$ cat config.mk
export PLATFORM = sky130hd
export DESIGN_NAME = cpu7_icu_req_arb_flat
export DESIGN_NICKNAME = d
export VERILOG_FILES = /design/src/rtl/cpu7_icu_req_arb_if.sv /design/src/rtl/cpu7_icu_req_arb.sv /design/src/flat_wrapper.sv
export SDC_FILE = /design/constraint.sdc
export NUM_CORES = 1
export LEC_CHECK = 0
export CORE_AREA = 2 2 117 119
export CTS_BUF_LIST = sky130_fd_sc_hd__clkbuf_2
export CTS_CLUSTER_DIAMETER = 200
export DETAILED_ROUTE_END_ITERATION = 16
export DIE_AREA = 0 0 119 121
export HOLD_SLACK_MARGIN = 0.06
export PLACE_DENSITY_LB_ADDON = 0.1
export SLEW_MARGIN = 20
export SYNTH_ARGS = -nofsm -noshare
export SYNTH_HDL_FRONTEND = slang
export SYNTH_SLANG_ARGS = --single-unit
$ cat constraint.sdc
create_clock -name clk -period 2.1 [get_ports clk]
set_clock_uncertainty 0.2 [all_clocks]
set_input_delay 0.315 -clock clk [delete_from_list [all_inputs] [get_ports clk]]
set_output_delay 0.315 -clock clk [all_outputs]
set_load 0.01 [all_outputs]
$ cat src/rtl/cpu7_icu_req_arb_if.sv
// ICU fetch-port sharing bus: two requesters, one ICU port.
// slave = arbiter view, master = requesters + ICU view.
interface cpu7_icu_req_arb_if;
    logic        r0_req_ic1;
    logic [31:0] r0_addr_ic1;
    logic        r0_cancel;
    logic        r0_ack_ic1;
    logic [63:0] r0_data_ic2;
    logic        r0_data_valid_ic2;
    logic        r1_req_ic1;
    logic [31:0] r1_addr_ic1;
    logic        r1_ack_ic1;
    logic [63:0] r1_data_ic2;
    logic        r1_data_valid_ic2;
    logic        arb_icu_req_ic1;
    logic [31:0] arb_icu_addr_ic1;
    logic        icu_arb_ack_ic1;
    logic        arb_icu_cancel;
    logic [63:0] icu_arb_data_ic2;
    logic        icu_arb_data_valid_ic2;
    logic        arb_busy;

    modport slave (
        input  r0_req_ic1, r0_addr_ic1, r0_cancel,
        output r0_ack_ic1, r0_data_ic2, r0_data_valid_ic2,
        input  r1_req_ic1, r1_addr_ic1,
        output r1_ack_ic1, r1_data_ic2, r1_data_valid_ic2,
        output arb_icu_req_ic1, arb_icu_addr_ic1, arb_icu_cancel,
        input  icu_arb_ack_ic1, icu_arb_data_ic2, icu_arb_data_valid_ic2,
        output arb_busy
    );

    modport master (
        output r0_req_ic1, r0_addr_ic1, r0_cancel,
        input  r0_ack_ic1, r0_data_ic2, r0_data_valid_ic2,
        output r1_req_ic1, r1_addr_ic1,
        input  r1_ack_ic1, r1_data_ic2, r1_data_valid_ic2,
        input  arb_icu_req_ic1, arb_icu_addr_ic1, arb_icu_cancel,
        output icu_arb_ack_ic1, icu_arb_data_ic2, icu_arb_data_valid_ic2,
        input  arb_busy
    );
endinterface

$ cat src/rtl/cpu7_icu_req_arb.sv
// ICU fetch-port arbiter: IFU (req 0) vs aux reader (req 1).
// One outstanding transaction, starvation-bounded for req 1.
module cpu7_icu_req_arb #(
    parameter int STARVE_LIM = 8,
    parameter int CW         = 8
) (
    input  logic                 clk,
    input  logic                 resetn,
    cpu7_icu_req_arb_if.slave    bus
);

    typedef enum logic [1:0] {
        S_IDLE = 2'd0,
        S_OWN0 = 2'd1,
        S_OWN1 = 2'd2
    } state_t;

    localparam logic [CW-1:0] LP_LIM = CW'(STARVE_LIM);
    localparam logic [CW-1:0] LP_ONE = CW'(1);
    localparam logic [CW-1:0] LP_MAX = '1;

    state_t        r_state;
    logic [CW-1:0] r_starve_cnt;

    logic w_idle;
    logic w_own0;
    logic w_own1;
    logic w_starved;
    logic w_gnt0;
    logic w_gnt1;
    logic w_ack0;
    logic w_ack1;
    logic w_cancel;

    // Grant decision is combinational in IDLE so requests see no added latency.
    always_comb begin
        w_idle    = (r_state == S_IDLE);
        w_own0    = (r_state == S_OWN0);
        w_own1    = (r_state == S_OWN1);
        w_starved = (r_starve_cnt >= LP_LIM);
        w_gnt1    = w_idle & bus.r1_req_ic1
                  & (~bus.r0_req_ic1 | w_starved);
        w_gnt0    = w_idle & bus.r0_req_ic1 & ~w_gnt1;
        w_ack0    = w_gnt0 & bus.icu_arb_ack_ic1;
        w_ack1    = w_gnt1 & bus.icu_arb_ack_ic1;
        w_cancel  = w_own0 & bus.r0_cancel;
    end

    // Route request/address to the ICU and ack/data back to the owner.
    always_comb begin
        bus.arb_icu_req_ic1  = w_gnt0 | w_gnt1;
        bus.arb_icu_addr_ic1 = '0;
        unique case (1'b1)
            w_gnt1:  bus.arb_icu_addr_ic1 = bus.r1_addr_ic1;
            w_gnt0:  bus.arb_icu_addr_ic1 = bus.r0_addr_ic1;
            default: bus.arb_icu_addr_ic1 = '0;
        endcase
        bus.r0_ack_ic1        = w_ack0;
        bus.r1_ack_ic1        = w_ack1;
        bus.arb_icu_cancel    = w_cancel;
        bus.r0_data_ic2       = bus.icu_arb_data_ic2;
        bus.r1_data_ic2       = bus.icu_arb_data_ic2;
        bus.r0_data_valid_ic2 = w_own0 & bus.icu_arb_data_valid_ic2
                              & ~bus.r0_cancel;
        bus.r1_data_valid_ic2 = w_own1 & bus.icu_arb_data_valid_ic2;
        bus.arb_busy          = ~w_idle;
    end

    // Ownership FSM; stray ICU ack/valid in the wrong state is ignored.
    always_ff @(posedge clk or negedge resetn) begin
        if (!resetn) begin
            r_state <= S_IDLE;
        end else begin
            unique case (r_state)
                S_IDLE: begin
                    if (w_ack0)
                        r_state <= S_OWN0;
                    else if (w_ack1)
                        r_state <= S_OWN1;
                end
                S_OWN0: begin
                    if (bus.r0_cancel | bus.icu_arb_data_valid_ic2)
                        r_state <= S_IDLE;
                end
                S_OWN1: begin
                    if (bus.icu_arb_data_valid_ic2)
                        r_state <= S_IDLE;
                end
                default: r_state <= S_IDLE;
            endcase
        end
    end

    // Count IFU wins while req 1 waits; clear once req 1 is served or idle.
    always_ff @(posedge clk or negedge resetn) begin
        if (!resetn) begin
            r_starve_cnt <= '0;
        end else if (w_ack1 | ~bus.r1_req_ic1) begin
            r_starve_cnt <= '0;
        end else if (w_ack0 && (r_starve_cnt != LP_MAX)) begin
            r_starve_cnt <= r_starve_cnt + LP_ONE;
        end
    end

endmodule
$ cat src/flat_wrapper.sv
// flat-port wrapper written by rule: the top's interface ports become plain ports
module cpu7_icu_req_arb_flat 
#(
    parameter int STARVE_LIM = 8,
    parameter int CW         = 8
)
  (clk, resetn, bus_r0_req_ic1, bus_r0_addr_ic1, bus_r0_cancel, bus_r0_ack_ic1, bus_r0_data_ic2, bus_r0_data_valid_ic2, bus_r1_req_ic1, bus_r1_addr_ic1, bus_r1_ack_ic1, bus_r1_data_ic2, bus_r1_data_valid_ic2, bus_arb_icu_req_ic1, bus_arb_icu_addr_ic1, bus_arb_icu_cancel, bus_icu_arb_ack_ic1, bus_icu_arb_data_ic2, bus_icu_arb_data_valid_ic2, bus_arb_busy);
  cpu7_icu_req_arb_if bus_i ();
  input  logic clk;
  input  logic resetn;
  input wire logic [$bits(bus_i.r0_req_ic1)-1:0] bus_r0_req_ic1;
  input wire logic [$bits(bus_i.r0_addr_ic1)-1:0] bus_r0_addr_ic1;
  input wire logic [$bits(bus_i.r0_cancel)-1:0] bus_r0_cancel;
  output wire logic [$bits(bus_i.r0_ack_ic1)-1:0] bus_r0_ack_ic1;
  output wire logic [$bits(bus_i.r0_data_ic2)-1:0] bus_r0_data_ic2;
  output wire logic [$bits(bus_i.r0_data_valid_ic2)-1:0] bus_r0_data_valid_ic2;
  input wire logic [$bits(bus_i.r1_req_ic1)-1:0] bus_r1_req_ic1;
  input wire logic [$bits(bus_i.r1_addr_ic1)-1:0] bus_r1_addr_ic1;
  output wire logic [$bits(bus_i.r1_ack_ic1)-1:0] bus_r1_ack_ic1;
  output wire logic [$bits(bus_i.r1_data_ic2)-1:0] bus_r1_data_ic2;
  output wire logic [$bits(bus_i.r1_data_valid_ic2)-1:0] bus_r1_data_valid_ic2;
  output wire logic [$bits(bus_i.arb_icu_req_ic1)-1:0] bus_arb_icu_req_ic1;
  output wire logic [$bits(bus_i.arb_icu_addr_ic1)-1:0] bus_arb_icu_addr_ic1;
  output wire logic [$bits(bus_i.arb_icu_cancel)-1:0] bus_arb_icu_cancel;
  input wire logic [$bits(bus_i.icu_arb_ack_ic1)-1:0] bus_icu_arb_ack_ic1;
  input wire logic [$bits(bus_i.icu_arb_data_ic2)-1:0] bus_icu_arb_data_ic2;
  input wire logic [$bits(bus_i.icu_arb_data_valid_ic2)-1:0] bus_icu_arb_data_valid_ic2;
  output wire logic [$bits(bus_i.arb_busy)-1:0] bus_arb_busy;
  assign bus_i.r0_req_ic1 = bus_r0_req_ic1;
  assign bus_i.r0_addr_ic1 = bus_r0_addr_ic1;
  assign bus_i.r0_cancel = bus_r0_cancel;
  assign bus_r0_ack_ic1 = bus_i.r0_ack_ic1;
  assign bus_r0_data_ic2 = bus_i.r0_data_ic2;
  assign bus_r0_data_valid_ic2 = bus_i.r0_data_valid_ic2;
  assign bus_i.r1_req_ic1 = bus_r1_req_ic1;
  assign bus_i.r1_addr_ic1 = bus_r1_addr_ic1;
  assign bus_r1_ack_ic1 = bus_i.r1_ack_ic1;
  assign bus_r1_data_ic2 = bus_i.r1_data_ic2;
  assign bus_r1_data_valid_ic2 = bus_i.r1_data_valid_ic2;
  assign bus_arb_icu_req_ic1 = bus_i.arb_icu_req_ic1;
  assign bus_arb_icu_addr_ic1 = bus_i.arb_icu_addr_ic1;
  assign bus_arb_icu_cancel = bus_i.arb_icu_cancel;
  assign bus_i.icu_arb_ack_ic1 = bus_icu_arb_ack_ic1;
  assign bus_i.icu_arb_data_ic2 = bus_icu_arb_data_ic2;
  assign bus_i.icu_arb_data_valid_ic2 = bus_icu_arb_data_valid_ic2;
  assign bus_arb_busy = bus_i.arb_busy;
  cpu7_icu_req_arb #(.STARVE_LIM(STARVE_LIM), .CW(CW)) u_core (.clk(clk), .resetn(resetn), .bus(bus_i));
endmodule
# After elaboration in Yosys (flattened, before gate mapping)
# Cells that the tools add are included.
[op_classes] n_reduce_logical=4 add_sub_neg=1 bitwise_logic=19 muxes=8 order_cmp=1 eq_ne=6
[op_table] op="one-hot mux 32 bit (2 select lines)" count=1
[op_table] op="2-to-1 mux 8 bit" count=2
[op_table] op="bitwise AND 1 bit" count=10
[op_table] op="adder 8 x 1 -> 8 bit, second input constant" count=1
[op_table] op="greater-or-equal comparator 8 x 4 -> 1 bit, second input constant" count=1
[op_table] op="2-to-1 mux 2 bit" count=4
[op_table] op="!= test 8 bit, second input constant" count=1
[op_table] op="one-hot mux 2 bit (3 select lines)" count=1
[op_table] op="inverter 1 bit" count=5
[op_table] op="!= test 2 bit, second input constant" count=2
[op_table] op="bitwise OR 1 bit" count=4
[op_table] op="!= test 3 bit, second input constant" count=1
[op_table] op="AND reduction 3 bit" count=1
[op_table] op="equality test 2 x 1 -> 1 bit, second input constant" count=1
[op_table] op="equality test 2 bit, second input constant" count=1
[op_table] op="logical NOT 2 bit" count=1
[op_table] op="nonzero test 2 bit" count=1
[op_table] op="logical AND 1 bit" count=1
[word_totals] ff_bits=10 out_inout_bits=167 inputBits=135 elab_cells=41

# Logic depth before layout (Yosys ltp)
[depth] ltp_word=9 ltp_mapped=5 depth_no_buf=5

# Worst setup path after synthesis
# OpenSTA, ideal clock, no wires.
[synth_timing] path_kind="flip-flop to output port" startpoint="register u_core.r_state[1]" endpoint="output port bus_arb_icu_addr_ic1[0]" stages_incl_launch_ff=5 arrival_ps=1455 slack_ps=130 t_required_ps=1585 n_path_buf=1 cell_sequence="dfrtp_1 -> or2_4 -> a311oi_4 -> buf_6 -> a22o_1"
[synth_between] elab_chain_cells=6 word_cells_on_any_way=7 cone_classes="mux: 1; bitwise: 5; reduce/logical: 1"
[synth_lines] element="start, declared" line_no="cpu7_icu_req_arb.sv:22" source="state_t r_state;"
[synth_lines] element="start signal, assigned" line_no="cpu7_icu_req_arb.sv:72" source="r_state <= S_IDLE;"
[synth_lines] element="start signal, assigned" line_no="cpu7_icu_req_arb.sv:77" source="r_state <= S_OWN0;"
[synth_lines] element="start signal, assigned" line_no="cpu7_icu_req_arb.sv:79" source="r_state <= S_OWN1;"
[synth_lines] element="logical NOT 2 bit *" line_no="cpu7_icu_req_arb.sv:37" source="w_idle = (r_state == S_IDLE);"
[synth_lines] element="bitwise AND 1 bit" line_no="cpu7_icu_req_arb.sv:41" source="w_gnt1 = w_idle & bus.r1_req_ic1"
[synth_lines] element="bitwise AND 1 bit" line_no="cpu7_icu_req_arb.sv:42" source="& (~bus.r0_req_ic1 | w_starved);"
[synth_lines] element="inverter 1 bit" line_no="cpu7_icu_req_arb.sv:43" source="w_gnt0 = w_idle & bus.r0_req_ic1 & ~w_gnt1;"
[synth_lines] element="bitwise AND 1 bit" line_no="cpu7_icu_req_arb.sv:43"
[synth_lines] element="one-hot mux 32 bit (2 select lines) *" line_no="cpu7_icu_req_arb.sv:53" source="unique case (1'b1)"
[synth_lines] element="end, declared" line_no="flat_wrapper.sv:23" source="output wire logic [$bits(bus_i.arb_icu_addr_ic1)-1:0] bus_arb_icu_addr_ic1;"
# Mark *: on every way between the ends. The rest lies on a longest branch, timed or not.

# Worst setup path in the final report
[layout_timing] startpoint="register u_core.r_starve_cnt[7]" endpoint="output port bus_arb_icu_addr_ic1[4]"
[layout_between] elab_chain_cells=6
[layout_lines] element="start, declared" line_no="cpu7_icu_req_arb.sv:23" source="logic [CW-1:0] r_starve_cnt;"
[layout_lines] element="start signal, assigned" line_no="cpu7_icu_req_arb.sv:101" source="r_starve_cnt <= r_starve_cnt + LP_ONE;"
[layout_lines] element="greater-or-equal comparator 8 x 4 -> 1 bit *" line_no="cpu7_icu_req_arb.sv:40" source="w_starved = (r_starve_cnt >= LP_LIM);"
[layout_lines] element="bitwise OR 1 bit *" line_no="cpu7_icu_req_arb.sv:42"
[layout_lines] element="bitwise AND 1 bit *" line_no="cpu7_icu_req_arb.sv:42"
[layout_lines] element="inverter 1 bit" line_no="cpu7_icu_req_arb.sv:43"
[layout_lines] element="bitwise AND 1 bit" line_no="cpu7_icu_req_arb.sv:43"
[layout_lines] element="one-hot mux 32 bit (2 select lines) *" line_no="cpu7_icu_req_arb.sv:53"
# Marks and branches as above.

==> impl_metrics.json <==
{
  "antenna_found_initial": 0,
  "cts_buffer_depth": 2,
  "grt_pass1_vias": 1687,
  "gp_congestion": 0.719,
  "p_leak_uw": 0.00109,
  "ys.warnings.count": 0,
  "crit_fanout": 4,
  "synthToLayoutAreaGrowth_pct": 28.7,
  "syn_nets": 364,
  "rrSetupSlack_ns": 0.09,
  "fillCellCount": 1468,
  "period_needed_ns": 2.45,
  "synthTopCellsByCount": "buf_4 (128), a22o_1 (32), dfrtp_1 (10)",
  "multiInputGateArea_um2": 679,
  "die_area_um2": 14400,
  "slew-limit-headroom": 0.661,
  "cts_sinks": 10,
  "synthCells": 227,
  "synth_top_cell_by_area": "buf_4",
  "maxSlewViolCount": 0,
  "yosysSeqAreaShare": 0.129,
  "netlist_area_um2": 1940,
  "syn_area_per_cell_um2": 8.55,
  "r2r-start": "u_core.r_starve_cnt[7]$_DFFE_PN0P_",
  "timing.rr.end": "u_core.r_state[1]$_DFFE_PN0P_",
  "htreeDepth": 1,
  "worstRegToRegCells": 7,
  "antenna-diode-count": 0,
  "pre_cts_slack_ns": -0.689,
  "drt_iter0_drc": 23,
  "rows": 42,
  "instances_no_fill": 415,
  "post-dp-hpwl_mm": 5.19,
  "clock.fmax_mhz": 407,
  "grt.overflow.total": 0,
  "maxCapViolations": 0,
  "finalSetupViolCount": 34,
  "route.detailed.drc": 0,
  "die_height_um": 121,
  "synth.top_cell.area_share": 0.495,
  "dieWidth_um": 119,
  "synth_seq_cells": 10,
  "regArea_um2": 253,
  "violations": "setup timing",
  "path_clk_slew_ns": 0.12,
  "synth_edf_count": 0,
  "rsz0062_at_grt": "yes",
  "grt_usage": 0.0872,
  "power_density_nw_per_um2": 389,
  "grt_start_max_net_pins": 18,
  "fp.coreArea_um2": 13100,
  "numCtsBuffers": 3,
  "wire_per_inst_um": 16.0,
  "hold_violations": 0,
  "endpoint_kind": "primary output",
  "fin_nets": 377,
  "hold_buffers": 0,
  "via_per_inst": 3.52,
  "hold_class": "input port to asynchronous set/reset pin",
  "startpoint": "u_core.r_starve_cnt[7]$_DFFE_PN0P_",
  "drtAntennaViolNets": 0,
  "clockRootBuffer": "clkbuf_2",
  "synthFlopType": "dfrtp_1",
  "final_layout_size_suffix_gt1_frac": 0.368,
  "vdd_drop_max_uv": 108,
  "yosysMostFrequentCell": "buf_4",
  "netlist_top_cells_area": "buf_4 (49%), a22o_1 (14%), dfrtp_1 (13%), buf_6 (2.3%), and2_1 (1.6%)",
  "tightestPinTransition_ns": 0.507,
  "setup_ws_ns": -0.355,
  "first_pass_iters": 3,
  "io_pins": 302,
  "synth.distinct_cells": 32,
  "crit_required_ns": 1.58,
  "vias": 1461,
  "crit_arrival_ns": 1.94,
  "dp_cells": 397,
  "worstSkewPairLatency_ns": 0.26,
  "cp-start-kind": "flip-flop",
  "period_share": 1.17,
  "numPortBuffers": 109,
  "status": "finished, violations left",
  "critical_path_class": "flip-flop to primary output",
  "async_flop_share": 1.00,
  "initial_core_util": 0.148,
  "cts_tree": "yes",
  "grt_pass1_wl_mm": 9.66,
  "wirelength_mm": 6.64
}
[routing by layer]
layer  up-vias  global-route usage  wire, um
met3         8              0.0503       903
met1       680              0.0801      2100
met5         -                   0         0
met4         0              0.0126        37
met2        97               0.169      3600
li1        676                   -         -
[report_power, final]
group          switching (uW)  internal (uW)
Sequential               10.5            202
Clock                    68.3           41.4
Combinational             262            389
[kinds of logic (layout without fill, tap and decap cells)]
family | count (synthesis) | in the layout | synth area share
AO/OA/AOI/OAI | 45 | 45 | 0.205
buffers and inverters | 140 | 152 | 0.535
AND/OR/NAND/NOR | 30 | 30 | 0.118
flip-flops | 10 | 10 | 0.129
adder cells (fa/ha/maj) | 2 | 2 | 0.0129
[critical path: stages (launching register included)]
cell and delay, ns:
dfrtp_1 0.43, nor4_4 0.35, buf_4 0.19, a311oi_4 0.11, buf_6 0.16, clkbuf_16 0.15, a22o_1 0.18, buf_2 0.14
[worst max path at each step]
stage | to | depth (start not counted)
floorplan | bus_arb_icu_addr_ic1[0] | 4
global placement | bus_arb_icu_addr_ic1[15] | 6
detailed placement | bus_r0_ack_ic1 | 6
CTS | bus_arb_icu_addr_ic1[5] | 7
global route | bus_arb_icu_addr_ic1[15] | 7
finish | bus_arb_icu_addr_ic1[4] | 7
[flip-flops by register name, summed over array words and instances, names as in the netlist]
register             cells
u_core.r_state           2
u_core.r_starve_cnt      8
[per-stage QoR]
step	setup TNS, ns	util	power [uW]	hold WS (ns)	area (um2)
floorplan	0	-	709	-0.181	1940
global placement	-23.40	0.185	884	0.398	2420
detailed placement	-22.99	0.185	871	0.397	2420
CTS	-13.07	0.186	971	0.166	2430
global route	-15.57	0.191	1050	0.168	2500
finish	-11.06	0.191	974	0.179	2500
[final cells by class]
type,count,share of cell area
flip-flops and latches,10,0.101
clock inverters,1,0.00150
repair buffers,143,0.524
multi-input cells,77,0.272
well taps,176,0.0881
clock buffers,3,0.00601
inverters,5,0.00751
[cell usage in the layout (no fill, tap or decap), types with 3 or more instances in the layout]
cell	instances
clkdlybuf4s50_1	70
a22o_1	32
buf_2	27
buf_4	26
buf_6	9
dfrtp_1	8
inv_1	5
and2_1	4
o21ai_1	4
dlygate4sd2_1	4
and3b_2	3
or2_1	3
nand2_1	3
clkbuf_2	3
buf_12	3
[what timing repair did]
action	in CTS	in global routing
gates cloned	2	2
endpoints found under the setup margin	39	37
gates resized for setup	158	12
pin swaps	2	6
setup buffers	8	3
Note: power is estimated with default switching activity, not from simulation.
